--- config.mk ---
export PLATFORM = sky130hd
export DESIGN_NAME = speed_mode_sequencer
export DESIGN_NICKNAME = d
export VERILOG_FILES = /design/src/rtl/speed_mode_sequencer_pkg.sv /design/src/rtl/speed_mode_sequencer_sw_debounce.sv /design/src/rtl/speed_mode_sequencer.sv
export SDC_FILE = /design/constraint.sdc
export NUM_CORES = 1
export LEC_CHECK = 0
export CORE_MARGIN = 3
export CORE_UTILIZATION = 40
export DETAILED_ROUTE_END_ITERATION = 7
export DONT_BUFFER_PORTS = 1
export PLACE_DENSITY = 0.56
export SLEW_MARGIN = 10
export SYNTH_ARGS = -nofsm -noshare
export SYNTH_HDL_FRONTEND = slang
export SYNTH_SLANG_ARGS = --single-unit
--- constraint.sdc ---
create_clock -name clk_100mhz -period 2.2 [get_ports clk_100mhz]
set_input_delay 0.33 -clock clk_100mhz [delete_from_list [all_inputs] [get_ports clk_100mhz]]
set_output_delay 0.33 -clock clk_100mhz [all_outputs]
set_load 0.02 [all_outputs]
--- src/rtl/speed_mode_sequencer_pkg.sv ---
// Shared definitions for the speed-select path: mode codes, FSM state
// encodings and default timing parameters.
package speed_mode_sequencer_pkg;

  localparam logic [1:0] MODE_STOP = 2'b00;
  localparam logic [1:0] MODE_SLOW = 2'b01;
  localparam logic [1:0] MODE_MED  = 2'b10;
  localparam logic [1:0] MODE_FAST = 2'b11;

  typedef enum logic [2:0] {
    ST_WAIT_LOCK = 3'd0,
    ST_RUN       = 3'd1,
    ST_DRAIN     = 3'd2,
    ST_SWITCH    = 3'd3,
    ST_SETTLE    = 3'd4
  } state_t;

  localparam int DEFAULT_SYNC_STAGES     = 2;
  localparam int DEFAULT_DEBOUNCE_CYCLES = 1000000;
  localparam int DEFAULT_GUARD_CYCLES    = 16;

  // Mode 00 parks the downstream counter, every other mode runs it.
  function automatic logic mode_enables_clock(input logic [1:0] mode);
    return (mode != MODE_STOP);
  endfunction

endpackage

--- src/rtl/speed_mode_sequencer_sw_debounce.sv ---
// Debouncer for an already-synchronised multi-bit level. The output only
// follows the input once it has held one value for DEBOUNCE_CYCLES cycles.
module sw_debounce
  import speed_mode_sequencer_pkg::*;
#(
  parameter int WIDTH           = 2,
  parameter int DEBOUNCE_CYCLES = DEFAULT_DEBOUNCE_CYCLES
) (
  input  logic             clk_100mhz,
  input  logic             rst,
  input  logic [WIDTH-1:0] level,
  output logic [WIDTH-1:0] level_db
);

  localparam int CNT_W = (DEBOUNCE_CYCLES > 1) ? $clog2(DEBOUNCE_CYCLES) : 1;
  localparam logic [CNT_W-1:0] RELOAD = CNT_W'(DEBOUNCE_CYCLES - 1);

  logic [WIDTH-1:0] candidate;
  logic [CNT_W-1:0] hold_cnt;

  // Down-counter restarts on every change; terminal count commits the candidate.
  always_ff @(posedge clk_100mhz or posedge rst) begin
    if (rst) begin
      candidate <= '0;
      hold_cnt  <= '0;
      level_db  <= '0;
    end else if (level != candidate) begin
      candidate <= level;
      hold_cnt  <= RELOAD;
    end else if (hold_cnt != '0) begin
      hold_cnt <= hold_cnt - 1'b1;
    end else begin
      level_db <= candidate;
    end
  end

endmodule

--- src/rtl/speed_mode_sequencer.sv ---
// Speed-select sequencer for the clock mux and its gated counter.
// Conditions the mode switches and lock status, then moves the mux select
// only while the clock enable is held low for a guard period on each side.
//
// state      | meaning
// -----------+-------------------------------------------------------------
// WAIT_LOCK  | clocking wizard not locked, clk_en low, clk_sel held
// RUN        | clock enabled for non-stop modes, watching for a mode change
// DRAIN      | clk_en low for GUARD_CYCLES before the select moves
// SWITCH     | one cycle: clk_sel takes the latched target, count bumps
// SETTLE     | clk_en low for GUARD_CYCLES after the select moved
module speed_mode_sequencer
  import speed_mode_sequencer_pkg::*;
#(
  parameter int SYNC_STAGES     = DEFAULT_SYNC_STAGES,
  parameter int DEBOUNCE_CYCLES = DEFAULT_DEBOUNCE_CYCLES,
  parameter int GUARD_CYCLES    = DEFAULT_GUARD_CYCLES
) (
  input  logic       clk_100mhz,
  input  logic       rst,
  input  logic [1:0] sw,
  input  logic       locked,
  output logic [1:0] clk_sel,
  output logic       clk_en,
  output logic       busy,
  output logic       mode_changed,
  output logic [7:0] switch_count
);

  localparam int GUARD_W = (GUARD_CYCLES > 1) ? $clog2(GUARD_CYCLES) : 1;
  localparam logic [GUARD_W-1:0] GUARD_LAST = GUARD_W'(GUARD_CYCLES - 1);

  // Bit 2 carries locked, bits 1:0 carry sw; all share one synchroniser chain.
  logic [SYNC_STAGES-1:0][2:0] sync_q;
  logic [1:0]                  sw_s;
  logic                        locked_s;
  logic [1:0]                  sw_db;

  state_t             state;
  logic [1:0]         target;
  logic [GUARD_W-1:0] guard_cnt;

  assign sw_s     = sync_q[SYNC_STAGES-1][1:0];
  assign locked_s = sync_q[SYNC_STAGES-1][2];

  // Shift the asynchronous inputs through SYNC_STAGES flops.
  always_ff @(posedge clk_100mhz or posedge rst) begin
    if (rst) begin
      sync_q <= '0;
    end else begin
      sync_q <= {sync_q[SYNC_STAGES-2:0], {locked, sw}};
    end
  end

  sw_debounce #(
    .WIDTH           (2),
    .DEBOUNCE_CYCLES (DEBOUNCE_CYCLES)
  ) u_sw_debounce (
    .clk_100mhz (clk_100mhz),
    .rst        (rst),
    .level      (sw_s),
    .level_db   (sw_db)
  );

  // Sequencing FSM with registered outputs; loss of lock overrides everything.
  always_ff @(posedge clk_100mhz or posedge rst) begin
    if (rst) begin
      state        <= ST_WAIT_LOCK;
      clk_sel      <= MODE_STOP;
      clk_en       <= 1'b0;
      busy         <= 1'b1;
      mode_changed <= 1'b0;
      switch_count <= 8'd0;
      guard_cnt    <= '0;
      target       <= MODE_STOP;
    end else begin
      mode_changed <= 1'b0;
      if ((state != ST_WAIT_LOCK) && !locked_s) begin
        state  <= ST_WAIT_LOCK;
        clk_en <= 1'b0;
        busy   <= 1'b1;
      end else begin
        case (state)
          ST_WAIT_LOCK: begin
            clk_en <= 1'b0;
            busy   <= 1'b1;
            if (locked_s) begin
              target    <= sw_db;
              guard_cnt <= '0;
              state     <= ST_SWITCH;
            end
          end
          ST_RUN: begin
            if (sw_db != clk_sel) begin
              target    <= sw_db;
              clk_en    <= 1'b0;
              busy      <= 1'b1;
              guard_cnt <= '0;
              state     <= ST_DRAIN;
            end else begin
              clk_en <= mode_enables_clock(clk_sel);
              busy   <= 1'b0;
            end
          end
          ST_DRAIN: begin
            clk_en <= 1'b0;
            if (guard_cnt == GUARD_LAST) begin
              guard_cnt <= '0;
              state     <= ST_SWITCH;
            end else begin
              guard_cnt <= guard_cnt + 1'b1;
            end
          end
          ST_SWITCH: begin
            clk_en       <= 1'b0;
            clk_sel      <= target;
            switch_count <= switch_count + 8'd1;
            mode_changed <= (target != clk_sel);
            guard_cnt    <= '0;
            state        <= ST_SETTLE;
          end
          ST_SETTLE: begin
            if (guard_cnt == GUARD_LAST) begin
              clk_en <= mode_enables_clock(clk_sel);
              busy   <= 1'b0;
              state  <= ST_RUN;
            end else begin
              clk_en    <= 1'b0;
              guard_cnt <= guard_cnt + 1'b1;
            end
          end
          default: begin
            clk_en <= 1'b0;
            busy   <= 1'b1;
            state  <= ST_WAIT_LOCK;
          end
        endcase
      end
    end
  end

endmodule

### Word-level counts from Yosys, hierarchy flattened

Cells that the tools add are included.

* add/sub/neg operators: 3
* $mul: 0
* divide/modulo/power cells: 0
* $lt $le $gt $ge: 0
* equality and inequality tests: 16
* shifts and indexed selects: 0
* mux-type cells: 26
* bitwise logic cells: 3
* reduce and logical (&&, ||, !) cells: 16

Operators with widths (number)
* two-way mux 20 bit: 2
* one-hot mux 4 bit (5 select lines): 1
* nonzero test 20 bit: 1
* subtractor 20 x 1 -> 20 bit, second input constant: 1
* two-way mux 4 bit: 4
* two-way mux 3 bit: 5
* one-hot mux 3 bit (5 select lines): 1
* inequality test 3 bit, second input constant: 4
* adder 8 x 1 -> 8 bit, second input constant: 1
* two-way mux 1 bit: 8
* AND reduction 4 bit: 2
* == test 3 x 2 -> 1 bit, second input constant: 2
* inequality test 2 bit: 3
* inequality test 2 bit, second input constant: 3
* AND reduction 2 bit: 3
* nonzero test 2 bit: 3
* AND reduction 5 bit: 1
* nonzero test 5 bit: 1
* adder 4 x 1 -> 4 bit, second input constant: 1
* == test 4 bit, second input constant: 1
* two-way mux 2 bit: 2
* one-hot mux 2 bit (2 select lines): 1
* == test 3 x 1 -> 1 bit, second input constant: 1
* == test 3 bit, second input constant: 1
* other kinds (9): 11

* register bits: 52
* latch bits: 0
* RAM bits: 0
* bits in read-only memories: 0
* input bits: 5
* memories: 0

### Longest topological paths before layout

Gate-level depths: netlist of the first run.

* depth in word-level cells: 4
* gate-level depth with buffers: 7

### Cells and area by module

A second synthesis of the first run with hierarchy kept.

* cell total of the unflattened synthesis: 249
* area total of the unflattened synthesis: 2577.5 um2

By module, submodules not included
* sw_debounce: times used 1, cells each 136, area an instance 1327.5 um2, seq. area each 600.6 um2
* speed_mode_sequencer: times used 1, cells each 113, area an instance 1249.9 um2, seq. area each 701.9 um2

### Least setup slack after synthesis of the first run

No wires, ideal clock.

* path kind: register -> register
* start point: register u_sw_debounce.hold_cnt[0]
* end point: register u_sw_debounce.level_db[0]
* arrival: 2.009 ns
* required time: 2.075 ns
* slack: 0.066 ns
* stages on the path, launching flop included: 8
* path buffers: 1
* clock period less this slack: 2.134 ns
* cells stage by stage: dfrtp_1 > inv_1 > ha_1 > or4b_1 > or3_1 > buf_2 > nor3_4 > mux2_2

* word-level cells in the longest chain between the ends: 3

RTL lines
* start: declaration: line speed_mode_sequencer_sw_debounce.sv:19 `logic [CNT_W-1:0] hold_cnt;`
* start signal: assignment: line speed_mode_sequencer_sw_debounce.sv:31 `hold_cnt <= hold_cnt - 1'b1;`
* nonzero test 20 bit: line speed_mode_sequencer_sw_debounce.sv:30 `end else if (hold_cnt != '0) begin`
* inverter 1 bit (no line)
* AND reduction 2 bit (no line)
* end signal: assignment: line speed_mode_sequencer_sw_debounce.sv:33 `level_db <= candidate;`
* end: declaration: line speed_mode_sequencer_sw_debounce.sv:12 `output logic [WIDTH-1:0] level_db`

No other way between the ends.
A chain may end at the register's enable or synchronous reset.

### Worst setup path in the final report of the first run

Ends and elaborated chain as after synthesis.

==> metrics.md, run 1 <==
| Metric | Value |
|---|---|
| Max cap viols | 0 |
| Pin count of the biggest net entering global routing | 53 |
| Die area | 7520 um2 |
| DP Wirelength | 3660 um |
| Die W | between 80 and 90 um |
| CP Data Required Time | 2400 ps |
| Worst-path clk slew | ~110 ps |
| Initial antenna violation count | 0 |
| Ys Warns | 0 |
| Fin. Hold Viols | 0 |
| Nets@finish | ~270 |
| Gpl congestion | 0.738 |
| Initial drt markers | 73 |
| Top Ports | 18 |
| Post-route ant nets | 0 |
| Primary FF master, synth | dfrtp_1 |
| Wire per inst | 15.8 um |
| M1 GR Usage | 22.9% |
| CP Max Fanout | 4 |
| Post-synth EDFFs | 0 |
| Pins Over Slew Limit | 0 |
| Skew final | about 6.4 ps |
| Clock root buffer master | clkbuf_8 |
| Synthesized Nets | about 260 |
| WL final | 5300 um |
| Avg Inst Size Synth | 10.5 um2 |
| Largest area contributor in the netlist | dfrtp_1 |
| Initial Util | 42.7% |
| Total CTS buffers | 5 |
| # setup viols final | 0 |
| Met2 usage | about 22% |
| Total negative slack | 0 ps |
| Syn Inst Count | 247 |
| #FFs+latches synth | 52 |
| Commonest non-fill, non-tap cell in the layout | dfrtp_1 |
| GR Layer Usage met3 | 3.04% |
| Fill count | 595 |
| Vert. Die Dim | between 80 and 90 um |
| Reg2Reg Depth | 6 |
| Row cnt | 28 |
| Worst-skew pair later-pin latency | 310 ps |
| Worst Tran Pin Value | between 500 and 600 ps |
| Share of cells above drive strength 1 | 16.5% |
| Max clock buf depth | 2 |
| CP Data Arrival Time | 2280 ps |
| Minimum clock period | 2080 ps |
| Gr usage total | 15.3% |
| Placeable Area | just over 6000 um2 |
| Hold path cells | 0 |
| # port buffers | 0 |
| RSZ-0062 raised after global routing | false |
| FMAX | ~0.48 GHz |
| Status | completed |
| Crit end category | register |
| Remaining routing DRC violations | 0 |
| Register area share after synthesis | 50.0% |
| Area grow syn2layout | 11.6% |
| Initial DRT Pass Iterations | 4 |
| Vias in the first global route | roughly 1,900 |
| Area of the mapped netlist | 2600 um2 |
| H-tree depth | 2 |
| Vias per cell | about 5.7 |
| Pwr per Cell Area | 654 nW/um2 |
| Critical Setup Path Class | reg2reg |
| Clock sink total | 52 |
| Most frequent cells in the layout | dfrtp_1, buf_4, xnor2_1, a21oi_1 |
| Static Leakage | 0.00115 uW |
| GR peak layer | met1 |
| VDD IR-drop max | a little under 0.5 mV |
| Worst Hold Class | in2reg |
| Grt ovf | 0 |
| Worst hold slack | 36.2 ps |
| Ys async rst share | 100% |
| Post-CTS Setup Bufs | 0 |
| DR vias | between 1,500 and 2,000 |
| N_diodes | 0 |
| Yosys cell types | 54 |
| Startpoint Class | register |
| Synth area leaders | dfrtp_1, xnor2_1, mux2_2, a21oi_1, o21ai_0 |
| TritonCTS clock tree | done |
| First-pass GRT wire length | 9110 um |
| Final Util | 47.7% |
| Crit share post-route | 94.4% |
| Max-slew headroom | 63.4% |
| Area fraction of the dominant cell type after synthesis | just under 50% |
[per-layer routing]
layer  share of wire [%]  vias up
li1                    -      953
met1                  52      926
met2                  44       21
met3                 2.8        4
met4                0.81        0
met5                   0        -
[report_power, final]
group	internal (uW)	switching, uW
registers	1010	110
logic	85.7	104
clock network	235	361
[flip-flops by register name, summed over array words and instances (netlist names), 2 cells and up]
signal                   cells
state                        3
clk_sel                      2
target                       2
sync_q                       3
u_sw_debounce.candidate      2
u_sw_debounce.level_db       2
guard_cnt                    4
u_sw_debounce.hold_cnt      20
sw_s                         2
switch_count                 8
[cell usage after synthesis (all sizes together) (2+ instances only)]
master,number
nor2b,3
a2111oi,4
nand3,9
nor3,8
inv,7
a211o,2
nand2b,6
o21ai,12
clkbuf,8
or3,6
nor2,10
a31oi,2
o31ai,7
nand3b,2
ha,4
nand2,11
or2,2
and3,7
dfrtp,51
xnor2,12
xor2,2
buf,2
or4,8
a21oi,12
mux2,7
nor3b,2
mux2i,5
nor4,7
nand4,4
and2,5
or4b,2
[stage by stage]
stage	total power, uW	cells	area, um2	setup WS, ps
2_1_floorplan	1260	247	2610	66.2
3_3_place_gp	1320	327	2780	117
3_5_place_dp	1330	327	2780	86.9
4_1_cts	1930	336	2890	60.2
5_1_grt	1990	336	2910	1.11
6_report	1900	336	2910	124
[kinds of logic after synthesis]
logic type,synth area share (%)
adder cells (fa/ha/maj),2.31
XOR/XNOR,4.71
AO/OA/AOI/OAI,13.9
multiplexers,4.95
buffers and inverters,2.55
flip-flops,50.0
AND/OR/NAND/NOR,21.6
[critical path, stage by stage (launching register included)]
cell,delay (ps)
dfrtp_1,430
inv_2,90
ha_1,140
or4b_1,460
or3_4,370
nor3_4,140
mux2_2,350
[path summary, 6_finish.rpt]
check | startpoint | to | slack, ps
min reg2reg | sync_q[2] | locked_s | 360
min in group asynchronous | rst | u_sw_debounce.hold_cnt[16] | 500
max | u_sw_debounce.hold_cnt[0] | u_sw_debounce.level_db[0] | 120
max reg2reg | u_sw_debounce.hold_cnt[0] | u_sw_debounce.level_db[0] | 120
max in group asynchronous | rst | busy | 1420
min | sw[0] | sync_q[0] | 40
[area by class of cell]
class                   count  area (um2)  area share [%]
flip-flops and latches     52        1300            44.8
multi-input cells         178        1250            43.1
repair buffers             16         135            4.65
well taps                  75        93.8            3.23
clock buffers               5        68.8            2.37
clock inverters             3        27.5           0.947
inverters                   7        26.3           0.904
[what timing repair did]
item / CTS / global route
hold buffers: 1 / 0
setup endpoints to repair: 0 / 7
resized for setup: 0 / 8
endpoints found under the hold margin: 51 / 0
Note: power is estimated with default switching activity, not from simulation.
==> run 2, diff against run 1 <==
--- a/config.mk
+++ b/config.mk
@@ -5,11 +5,12 @@
 export SDC_FILE = /design/constraint.sdc
 export NUM_CORES = 1
 export LEC_CHECK = 0
-export CORE_MARGIN = 3
+export CELL_PAD_IN_SITES_DETAIL_PLACEMENT = 0
+export CELL_PAD_IN_SITES_GLOBAL_PLACEMENT = 1
 export CORE_UTILIZATION = 40
 export DETAILED_ROUTE_END_ITERATION = 7
 export DONT_BUFFER_PORTS = 1
-export PLACE_DENSITY = 0.56
+export PLACE_DENSITY = 0.68
 export SLEW_MARGIN = 10
 export SYNTH_ARGS = -nofsm -noshare
 export SYNTH_HDL_FRONTEND = slang
==> run 2 against run 1 <==
Against the previous run:
- largest cell class unchanged
- global-route usage increased by 2.0 points
- utilization is 1.6 points lower
- fmax fell by 1.4%
- critical path depth is the same
- clock power increased by 2%
- critical path type unchanged
==> metrics.md, run 2 (same netlist as run 1, synthesis figures left out) <==
| Metric | Value |
|---|---|
| Status | completed |
| N_diodes | 0 (unchanged) |
| Minimum clock period | 2110 ps (+29.1 ps) |
| Max reg flops | 20 (unchanged) |
| # setup viols final | 0 (unchanged) |
| Clock root buffer master | clkbuf_8 |
| Vias per cell | 5.51 (-2.8%) |
| First-pass GRT wire length | 8780 um (-3.6%) |
| WL final | 5160 um (-2.6%) |
| Commonest non-fill, non-tap cell in the layout | dfrtp_1 |
| Combinational Power Share | 9.6% (-0.4 points) |
| Skew final | 9.30 ps (+2.89 ps) |
| CP Max Fanout | 4 (unchanged) |
| Top Ports | 18 (unchanged) |
| CP Data Arrival Time | 2350 ps (+70 ps) |
| DR vias | 1,868 (-1.9%) |
| Grt ovf | 0 (unchanged) |
| DP Wirelength | 3580 um (-2.3%) |
| Pins Over Slew Limit | 0 (unchanged) |
| Wire per inst | 15.2 um (-3.4%) |
| Remaining routing DRC violations | 0 (unchanged) |
| Most frequent cells in the layout | dfrtp_1, buf_4, xnor2_1, a21oi_1 |
| Worst-path clk slew | 110 ps (about the same) |
| Vert. Die Dim | 82.7 um (-4.6%) |
| CP Data Required Time | 2450 ps (+50 ps) |
| Crit end category | register |
| Static Leakage | 0.00115 uW (+0.47%) |
| Initial antenna violation count | 0 (unchanged) |
| Initial DRT Pass Iterations | 4 (unchanged) |
| Post-route ant nets | 0 (unchanged) |
| Crit share post-route | 95.7% (+1.3 points) |
| Worst Tran Pin Value | 573 ps (+37.2 ps) |
| Pwr per Cell Area | 655 nW/um2 (+0.16%) |
| VDD IR-drop max | 0.443 mV (-10%) |
| Initial drt markers | 92 (+26%) |
| Row cnt | 29 (+3.6%) |
| Clock Power Share | 31.7% (+0.4 points) |
| Area grow syn2layout | 11.7% (about the same) |
| Gr usage total | 17.2% (+2.0 points) |
| P_int | 1330 uW (+0.39%) |
| Startpoint Class | register |
| Top Registers | u_sw_debounce.hold_cnt: 20 flops, switch_count: 8 flops, guard_cnt: 4 flops |
| NetSw | 574 uW (about the same) |
| H-tree depth | 2 (unchanged) |
| Pin count of the biggest net entering global routing | 30 (-43%) |
| Sw Share | 30.1% (-0.097 points) |
| Reg with most FFs | u_sw_debounce.hold_cnt |
| Initial Util | 41.3% (-1.5 points) |
| Nets@finish | 270 (+0.37%) |
| Setup ws final | 94.8 ps (-29.1 ps) |
| Die area | 6840 um2 (-9.0%) |
| Gpl congestion | 0.730 (-1.2%) |
| Worst-skew pair later-pin latency | 310 ps (about the same) |
| Post-Place Cell Area | 2790 um2 (+0.36%) |
| Design area | 2910 um2 (about the same) |
| Worst Hold Class | in2reg |
| Power, Total | 1910 uW (+0.25%) |
| Max-slew headroom | 60.8% (-2.5 points) |
| Max clock buf depth | 2 (unchanged) |
| Vias in the first global route | 1,737 (-6.3%) |
| Critical Setup Path Class | reg2reg |
| Fin. Hold Viols | 0 (unchanged) |
| TritonCTS clock tree | done |
| # port buffers | 0 (unchanged) |
| Total CTS buffers | 5 (unchanged) |
| FMAX | 0.475 GHz (-1.4%) |
| Reg power frac | 58.7% (about the same) |
| RSZ-0062 raised after global routing | true |
| Clock sink total | 52 (unchanged) |
| Die W | 82.7 um (-4.6%) |
| Final Util | 46.1% (-1.6 points) |
| Post-CTS Setup Bufs | 0 (unchanged) |
| DP Worst Slack | 89.4 ps (+2.45 ps) |
| Max cap viols | 0 (unchanged) |
| Placeable Area | 6310 um2 (+3.6%) |
| Share of cells above drive strength 1 | 16.4% (-0.063 points) |
[run 2: path summary, 6_finish.rpt]
kind | cells after the start | start | slack, ps | end
worst max register to register | 6 | u_sw_debounce.hold_cnt[1] | 90 | u_sw_debounce.hold_cnt[10]
worst min register to register | 0 | sync_q[2] | 360 | locked_s
worst max-delay path | 6 | u_sw_debounce.hold_cnt[1] | 90 | u_sw_debounce.hold_cnt[10]
worst min-delay path | 0 | sw[1] | 30 | sync_q[1]
min in group asynchronous | 2 | rst | 520 | u_sw_debounce.hold_cnt[15]
max in group asynchronous | 3 | rst | 1130 | u_sw_debounce.hold_cnt[3]
[run 2: area by class of cell]
class | instances | area [um2]
fillers | 617 | 3400
clock inverters | 3 | 28.8
well taps | 77 | 96.3
multi-input cells | 178 | 1240
clock buffers | 5 | 68.8
repair buffers | 17 | 143
flip-flops and latches | 52 | 1300
inverters | 7 | 26.3
[run 2: through the flow]
stage | hold slack, ps | cells | TNS [ps]
after global placement | 311 | 330 | 0
after global routing | 6.66 | 339 | -5.69
after detailed placement | 308 | 330 | 0
final | 34.9 | 339 | 0
after CTS | 17.9 | 339 | 0
after floorplan | 331 | 247 | 0
[run 2: what timing repair did]
item,in CTS,in global routing
endpoints found under the setup margin,0,4
hold endpoints to repair,22,0
hold buffers,1,0
gates resized for setup,0,4
[run 2: critical path: stages, from the launching register on]
cell and delay (ps):
dfrtp_1 420, inv_1 90, ha_2 190, or3b_2 470, or4_1 420, or3_1 310
a21oi_1 140
[run 2: power by group through the flow]
stage / clock (uW) / sequential [uW] / combinational (uW)
CTS: 629 / 1120 / 187
global route: 664 / 1130 / 213
detailed placement: 0 / 1140 / 184
finish: 605 / 1120 / 183
floorplan: 0 / 1110 / 152
global placement: 0 / 1140 / 182
[run 2: per-layer routing]
layer	track usage (%)	vias up	part of all wire (%)
met1	26.0	893	53
li1	-	946	-
met5	0	-	0
met4	5.17	0	0.64
met2	24.3	27	43
met3	3.74	2	3.0
